### config.mk
export PLATFORM = sky130hd
export DESIGN_NAME = wash_phase_timer_flat
export DESIGN_NICKNAME = d
export VERILOG_FILES = /design/src/rtl/wash_phase_timer_if.sv /design/src/rtl/wash_phase_timer.sv /design/src/flat_wrapper.sv
export SDC_FILE = /design/constraint.sdc
export NUM_CORES = 1
export LEC_CHECK = 0
export ABC_AREA = 1
export BUFFER_PORTS_ARGS = -buffer_cell sky130_fd_sc_hd__buf_2
export CAP_MARGIN = 10
export CORE_MARGIN = 4
export CORE_UTILIZATION = 40
export CTS_CLUSTER_SIZE = 10
export DETAILED_ROUTE_END_ITERATION = 10
export HOLD_SLACK_MARGIN = 0.08
export PLACE_DENSITY = 0.56
export SYNTH_ARGS = -nofsm -noshare
export SYNTH_HDL_FRONTEND = slang
export SYNTH_SLANG_ARGS = --single-unit
### constraint.sdc
create_clock -name clk -period 2 [get_ports clk]
set_input_delay 0.1 -clock clk [delete_from_list [all_inputs] [get_ports clk]]
set_output_delay 0.1 -clock clk [all_outputs]
set_load 0.02 [all_outputs]
### src/rtl/wash_phase_timer_if.sv
// -----------------------------------------------------------------------------
// wash_phase_timer_if
// Bundles the controller <-> phase-timer signals.
//   state_in : 3-bit Gray-coded controller state (controller -> timer)
//   pause_n  : lid-open switch, active low (only with WASH_TIMER_PAUSE_EN)
//   wash/water/dewater/alarm : time-up flags (timer -> controller)
//   remain   : seconds left in the current timed phase (timer -> display)
//   sec_tick : one-cycle pulse per elapsed second (timer -> display)
// Modports: master = controller/display side, slave = timer side.
// -----------------------------------------------------------------------------
interface wash_phase_timer_if #(
    parameter int CNT_W = 8
) ();
    logic [2:0]       state_in;
`ifdef WASH_TIMER_PAUSE_EN
    logic             pause_n;
`endif
    logic             wash;
    logic             water;
    logic             dewater;
    logic             alarm;
    logic [CNT_W-1:0] remain;
    logic             sec_tick;

    modport master (
        output state_in,
`ifdef WASH_TIMER_PAUSE_EN
        output pause_n,
`endif
        input  wash, water, dewater, alarm, remain, sec_tick
    );

    modport slave (
        input  state_in,
`ifdef WASH_TIMER_PAUSE_EN
        input  pause_n,
`endif
        output wash, water, dewater, alarm, remain, sec_tick
    );
endinterface

### src/rtl/wash_phase_timer.sv
// -----------------------------------------------------------------------------
// wash_phase_timer
// Times the wash (011), drain (010), spin-dry (110) and alarm (100) phases of
// the washing-machine controller and raises the matching time-up flag when the
// configured number of seconds has elapsed. Flags are levels held until the
// controller changes state.
// Ports:
//   clk   : system clock
//   reset : asynchronous active-low reset
//   bus   : wash_phase_timer_if.slave (state_in in; flags, remain, sec_tick out)
// Optional feature: define WASH_TIMER_PAUSE_EN to add bus.pause_n, which
// freezes the prescaler and remaining seconds while low.
// -----------------------------------------------------------------------------
module wash_phase_timer #(
    parameter int CLK_DIV   = 50000000,
    parameter int T_WASH    = 10,
    parameter int T_WATER   = 5,
    parameter int T_DEWATER = 8,
    parameter int T_ALARM   = 3,
    parameter int CNT_W     = 8
) (
    input  logic                 clk,
    input  logic                 reset,
    wash_phase_timer_if.slave    bus
);
    localparam int PW = $clog2(CLK_DIV);

    localparam logic [PW-1:0]    PRESC_MAX  = PW'(CLK_DIV - 1);
    localparam logic [PW-1:0]    PRESC_ONE  = PW'(1);
    localparam logic [PW-1:0]    PRESC_ZERO = PW'(0);
    localparam logic [CNT_W-1:0] REM_ONE    = CNT_W'(1);
    localparam logic [CNT_W-1:0] REM_ZERO   = CNT_W'(0);

    // Seconds to load for a state code; non-timed codes load zero.
    function automatic logic [CNT_W-1:0] phase_time(input logic [2:0] code);
        logic [CNT_W-1:0] t;
        case (code)
            3'b011:  t = CNT_W'(T_WASH);
            3'b010:  t = CNT_W'(T_WATER);
            3'b110:  t = CNT_W'(T_DEWATER);
            3'b100:  t = CNT_W'(T_ALARM);
            default: t = REM_ZERO;
        endcase
        return t;
    endfunction

    // One-hot flag for a state code: {alarm, dewater, water, wash}; zero if untimed.
    function automatic logic [3:0] phase_flag(input logic [2:0] code);
        logic [3:0] f;
        case (code)
            3'b011:  f = 4'b0001;
            3'b010:  f = 4'b0010;
            3'b110:  f = 4'b0100;
            3'b100:  f = 4'b1000;
            default: f = 4'b0000;
        endcase
        return f;
    endfunction

    logic [2:0]       prev_q,   prev_d;
    logic [PW-1:0]    presc_q,  presc_d;
    logic [CNT_W-1:0] remain_q, remain_d;
    logic [3:0]       flags_q,  flags_d;
    logic             tick_q,   tick_d;
    logic             paused_s;

`ifdef WASH_TIMER_PAUSE_EN
    assign paused_s = ~bus.pause_n;
`else
    assign paused_s = 1'b0;
`endif

    // Next-state: load on state change, otherwise count the current timed phase.
    always_comb begin
        prev_d   = prev_q;
        presc_d  = presc_q;
        remain_d = remain_q;
        flags_d  = flags_q;
        tick_d   = 1'b0;
        if (bus.state_in != prev_q) begin
            // A load edge wins over any expiry that would coincide with it.
            prev_d   = bus.state_in;
            presc_d  = PRESC_ZERO;
            remain_d = phase_time(bus.state_in);
            flags_d  = 4'b0000;
        end else if (phase_flag(prev_q) != 4'b0000) begin
            if (paused_s) begin
                // Frozen: hold prescaler, remain and any raised flag.
                presc_d = presc_q;
            end else if (remain_q != REM_ZERO) begin
                if (presc_q == PRESC_MAX) begin
                    presc_d  = PRESC_ZERO;
                    tick_d   = 1'b1;
                    remain_d = remain_q - REM_ONE;
                    if (remain_q == REM_ONE) begin
                        flags_d = phase_flag(prev_q);
                    end else begin
                        flags_d = 4'b0000;
                    end
                end else begin
                    presc_d = presc_q + PRESC_ONE;
                end
            end else begin
                // Zero seconds left: raise (or keep) the phase flag; covers T = 0.
                flags_d = phase_flag(prev_q);
            end
        end else begin
            presc_d  = PRESC_ZERO;
            remain_d = REM_ZERO;
            flags_d  = 4'b0000;
        end
    end

    // State and output registers with asynchronous active-low reset.
    always_ff @(posedge clk or negedge reset) begin
        if (!reset) begin
            prev_q   <= 3'b000;
            presc_q  <= PRESC_ZERO;
            remain_q <= REM_ZERO;
            flags_q  <= 4'b0000;
            tick_q   <= 1'b0;
        end else begin
            prev_q   <= prev_d;
            presc_q  <= presc_d;
            remain_q <= remain_d;
            flags_q  <= flags_d;
            tick_q   <= tick_d;
        end
    end

    assign bus.wash     = flags_q[0];
    assign bus.water    = flags_q[1];
    assign bus.dewater  = flags_q[2];
    assign bus.alarm    = flags_q[3];
    assign bus.remain   = remain_q;
    assign bus.sec_tick = tick_q;
endmodule

### src/flat_wrapper.sv
// flat-port wrapper written by rule: the top's interface ports become plain ports
module wash_phase_timer_flat 
#(
    parameter int CLK_DIV   = 50000000,
    parameter int T_WASH    = 10,
    parameter int T_WATER   = 5,
    parameter int T_DEWATER = 8,
    parameter int T_ALARM   = 3,
    parameter int CNT_W     = 8
)
  (clk, reset, bus_state_in, bus_wash, bus_water, bus_dewater, bus_alarm, bus_remain, bus_sec_tick);
  wash_phase_timer_if #(.CNT_W(CNT_W)) bus_i ();
  input  logic clk;
  input  logic reset;
  input wire logic [$bits(bus_i.state_in)-1:0] bus_state_in;
  output wire logic [$bits(bus_i.wash)-1:0] bus_wash;
  output wire logic [$bits(bus_i.water)-1:0] bus_water;
  output wire logic [$bits(bus_i.dewater)-1:0] bus_dewater;
  output wire logic [$bits(bus_i.alarm)-1:0] bus_alarm;
  output wire logic [$bits(bus_i.remain)-1:0] bus_remain;
  output wire logic [$bits(bus_i.sec_tick)-1:0] bus_sec_tick;
  assign bus_i.state_in = bus_state_in;
  assign bus_wash = bus_i.wash;
  assign bus_water = bus_i.water;
  assign bus_dewater = bus_i.dewater;
  assign bus_alarm = bus_i.alarm;
  assign bus_remain = bus_i.remain;
  assign bus_sec_tick = bus_i.sec_tick;
  wash_phase_timer #(.CLK_DIV(CLK_DIV), .T_WASH(T_WASH), .T_WATER(T_WATER), .T_DEWATER(T_DEWATER), .T_ALARM(T_ALARM), .CNT_W(CNT_W)) u_core (.clk(clk), .reset(reset), .bus(bus_i));
endmodule
# == After elaboration in Yosys (flattened, before gate mapping) ==
# Index checks and enable logic that the tools add are counted.
# totals
mem_bits_rw,0
mem_bits_ro,0
inputBits,5
out_inout_bits,13
n_memories,0
reg_bits,42
latch_bits,0
# classes
order_cmp,0
reduce_logical,3
multipliers,0
eq_ne,14
n_shift,0
n_div,0
n_addsub,2
n_bitwise,0
mux,20
# op_table
op,n
26-bit two-way mux,4
8-bit two-way mux,4
4-bit case mux with 4 select lines,2
26-bit by 1-bit adder with 26-bit output (second input constant),1
26-bit == test (second input constant),1
4-bit two-way mux,6
3-bit by 2-bit == test with 1-bit output (second input constant),4
3-bit == test (second input constant),4
8-bit by 1-bit == test with 1-bit output (second input constant),1
8-bit nonzero test,1
8-bit by 1-bit subtractor with 8-bit output (second input constant),1
3-bit by 2-bit inequality test with 1-bit output (second input constant),2
1-bit two-way mux,4
4-bit by 3-bit inequality test with 1-bit output (second input constant),1
4-bit nonzero test,1
3-bit inequality test,1
2-bit AND reduction,1

# == Logic depth before layout (Yosys ltp) ==
# logic_depth
depth_word,7
mapped_depth,11

# == Worst setup path before layout ==
# Ideal clock, no wire load.
# synth_path
kind,reg2reg
start,"register u_core.remain_q[0], in the netlist u_core.bus.remain[0]"
end,register u_core.presc_q[22]
stages_incl_launch_ff,9
arrival_time_ns,1.657
slack_ns,0.224
setup_time_ns,0.119
required_ns,1.881
n_path_buf,1
cell_sequence,dfrtp_1 -> inv_1 -> ha_1 -> nand2_1 -> nor2_4 -> nand4_2 -> buf_6 -> a21oi_1 -> nor2_1
# synth_between
elab_chain_len,2
# synth_lines
item,line,rtl
start: declaration,wash_phase_timer.sv:62,"logic [CNT_W-1:0] remain_q, remain_d;"
start signal: assignment,wash_phase_timer.sv:125,remain_q <= remain_d;
8-bit nonzero test,wash_phase_timer.sv:90,end else if (remain_q != REM_ZERO) begin
3-bit by 2-bit inequality test with 1-bit output (no source line),--,
end signal: assignment,wash_phase_timer.sv:124,presc_q <= presc_d;
end: declaration,wash_phase_timer.sv:61,"logic [PW-1:0] presc_q, presc_d;"
# Every way passes these cells.
# A chain may end at the register's enable or synchronous reset.

# == Worst setup path after layout ==
# layout_path
start,input port bus_state_in[1]
end,register u_core.presc_q[0]
# layout_between
elab_chain_len,2
# layout_lines
item,line,rtl
start: declaration,flat_wrapper.sv:15,input wire logic [$bits(bus_i.state_in)-1:0] bus_state_in;
3-bit inequality test (*),wash_phase_timer.sv:80,if (bus.state_in != prev_q) begin
3-bit by 2-bit inequality test with 1-bit output (no source line) or 26-bit two-way mux (tied branches),--,
# Mark *: on every way between the ends. The rest lies on a longest branch, timed or not.

==> results.json <==
{
  "status": "complete, no violations",
  "die_w_um": 92.38,
  "crit_required_ns": 2.22,
  "synth.largest_area_cell": "dfrtp_1",
  "layout_setup_ws_ns": 0.2359,
  "critPathKind": "in2reg",
  "wire_per_inst_um": 12.47,
  "synth_edf_count": 0,
  "pwr-share-comb_pct": 18.7,
  "final_hold_viol_count": 0,
  "busiest_layer": "met2",
  "ys_ff_latch": 42,
  "p_int_mw": 1.391,
  "worstMarginPinSlew_ns": 0.5648,
  "fin_util_pct": 47.05,
  "cap_violations": 0,
  "async_reset_ff_share_pct": 100.0,
  "grt_pass1_wl_um": 12020,
  "antenna_found_initial": 0,
  "drt_iter0_markers": 115,
  "vdd_ir_drop_max_mv": 0.3366,
  "power_mw": 1.965,
  "cts_max_path_buffers": 2,
  "crit_arrival_ns": 1.98,
  "dp_cells": 547,
  "fin_nets": 471,
  "io_buffer_count": 17,
  "drc": 0,
  "grt_max_degree": 43,
  "p_seq_share_pct": 45.6,
  "rsz0062_at_grt": "yes",
  "power_density_nw_per_um2": 607.9,
  "use_met1_pct": 22.26,
  "yosysWarnings": 0,
  "cts.sinks": 42,
  "fp-row-count": 30,
  "cts_tree": "yes",
  "place_area_sq_um": 3063,
  "initial_core_util_pct": 41.46,
  "grt_pass1_vias": 2556,
  "hp-class": "in2async",
  "antennaDiodeCount": 0,
  "syn_inst": 432,
  "fin_setup_tns_ns": 0,
  "synth_top_cell_area_share_pct": 36.91,
  "hold_ws_ns": 0.4115,
  "setup_viol": 0,
  "cts_made_buffers": 5,
  "globalRouteMet2Util_pct": 31.18,
  "synth_ff_type": "dfrtp_1",
  "synth_seq_area_share_pct": 36.91,
  "p_sw_uw": 573.9,
  "drive_above_1_share_pct": 11.90,
  "ys_types": 28,
  "cp_max_fo": 13,
  "skew_ns": 0.005216,
  "startpoint_type": "primary input",
  "dp_worst_setup_slack_ns": 0.1897,
  "synth.most_common_cell": "nand2_1",
  "ant_nets": 0,
  "clk_pin_slew_worst_paths_ns": 0.08,
  "insertion_delay_ns": 0.30,
  "synthTopCellsByArea": "dfrtp_1, nand2_1, nor2_1",
  "fp.dieH_um": 92.38,
  "synth.avg_cell_area_sq_um": 6.592,
  "fin_cells": 558,
  "relSlewSlack_pct": 62.35,
  "place_congestion": 0.8799,
  "endpoint_kind": "register",
  "grt.met3_usage_pct": 3.168,
  "netSwitchingFraction_pct": 29.21,
  "ios": 18,
  "vias": 2680,
  "avgViaCountPerCell": 4.803,
  "grt.total_usage_pct": 17.69,
  "ctsHtreeMaxLevel": 2,
  "netlist_area_sq_um": 2848,
  "fin_area_sq_um": 3232,
  "wirelength_um": 6956,
  "period_needed_ns": 1.764,
  "firstDrtPassIters": 4,
  "dieArea_sq_um": 8533,
  "syn_to_final_growth_pct": 13.49,
  "leakagePower_nw": 1.611,
  "dp_hpwl_um": 5222,
  "synth_nets": 441,
  "fmax_mhz": 566.9,
  "fill_cells": 728,
  "core_sq_um": 6869,
  "p_clk_share_pct": 35.7,
  "slew_violations": 0,
  "cts-root-buf": "clkbuf_8",
  "grt_overflow": 0,
  "post-route-period-util_pct": 88.21,
  "yosys-top-cells-count": "nand2_1, nor2_1, inv_1"
}
==> cells by family after synthesis <==
family / share of synthesized area (%)
AND/OR/NAND/NOR: 44.20
buffers and inverters: 9.139
AO/OA/AOI/OAI: 5.580
adder cells (fa/ha/maj): 1.758
XOR/XNOR: 2.417
flip-flops: 36.91
==> layer usage <==
metal | wire, um | vias up
met5 | 0 | -
met4 | 78 | 0
met3 | 216 | 6
met2 | 3499 | 37
met1 | 3162 | 1225
li1 | - | 1412
==> repair_timing <==
action / in CTS / in global routing
hold buffers: 4 / 0
setup endpoints to repair: 0 / 26
resized for setup: 0 / 3
buffers inserted: 0 / 0
hold endpoints to repair: 45 / 0
==> placed cells by master (no fill, tap or decap), types with 3 or more instances in the layout <==
cell type / Yosys / final
nand2_1: 148 / 148
nor2_1: 74 / 74
inv_1: 47 / 47
dfrtp_1: 42 / 42
nand3_1: 35 / 35
buf_2: 1 / 17
a21oi_1: 15 / 15
o21ai_0: 14 / 14
nand4_1: 11 / 11
buf_4: 0 / 11
clkbuf_8: 0 / 6
nor3_1: 5 / 5
nor2_4: 3 / 4
xor2_1: 4 / 4
dlygate4sd3_1: 0 / 4
inv_2: 3 / 3
or2_2: 3 / 3
ha_1: 4 / 3
==> critical path, cell delays in order <==
cell and delay, ns:
dlygate4sd3_1 0.53, buf_2 0.17, inv_2 0.05, nand2_1 0.05, nand2_1 0.08, nor2_4 0.18
nand2_4 0.15, nor3_2 0.24, nand2_1 0.23, o21ai_0 0.20
==> state kept, by name (all words and copies together), names as in the netlist <==
name,flops
u_core.flags_q,4
u_core.bus.sec_tick,1
u_core.prev_q,3
u_core.presc_q,26
u_core.bus.remain,8
==> power by group through the flow <==
stage	logic, mW	registers [mW]	clock network (mW)
6_report	0.367	0.897	0.701
5_1_grt	0.415	0.901	0.757
4_1_cts	0.372	0.896	0.720
3_5_place_dp	0.364	0.914	0
3_3_place_gp	0.359	0.912	0
2_1_floorplan	0.234	0.933	0
==> final timing paths <==
| check | start | to | slack [ns] | cells past startpoint |
|---|---|---|---|---|
| worst max-delay path | bus_state_in[1] | u_core.presc_q[0] | 0.24 | 10 |
| worst max register to register | u_core.bus.remain[1] | u_core.presc_q[16] | 0.27 | 10 |
| worst min-delay path | reset | u_core.presc_q[2] | 0.41 | 3 |
| max in group asynchronous | reset | u_core.bus.remain[0] | 1.20 | 3 |
| min in group clk | u_core.flags_q[0] | u_core.flags_q[0] | 0.47 | 2 |
| worst min register to register | u_core.flags_q[0] | u_core.flags_q[0] | 0.47 | 2 |
==> area by class of cell <==
class	count	area [sq um]	share of cell area, %
Clock inverter	1	30.03	0.9292
Inverter	50	187.7	5.807
Tap cell	96	120.1	3.717
Timing Repair Buffer	32	207.7	6.427
Multi-Input combinational cell	331	1553	48.04
Clock buffer	6	82.58	2.555
Sequential cell	42	1051	32.52
Note: power is estimated with default switching activity, not from simulation.
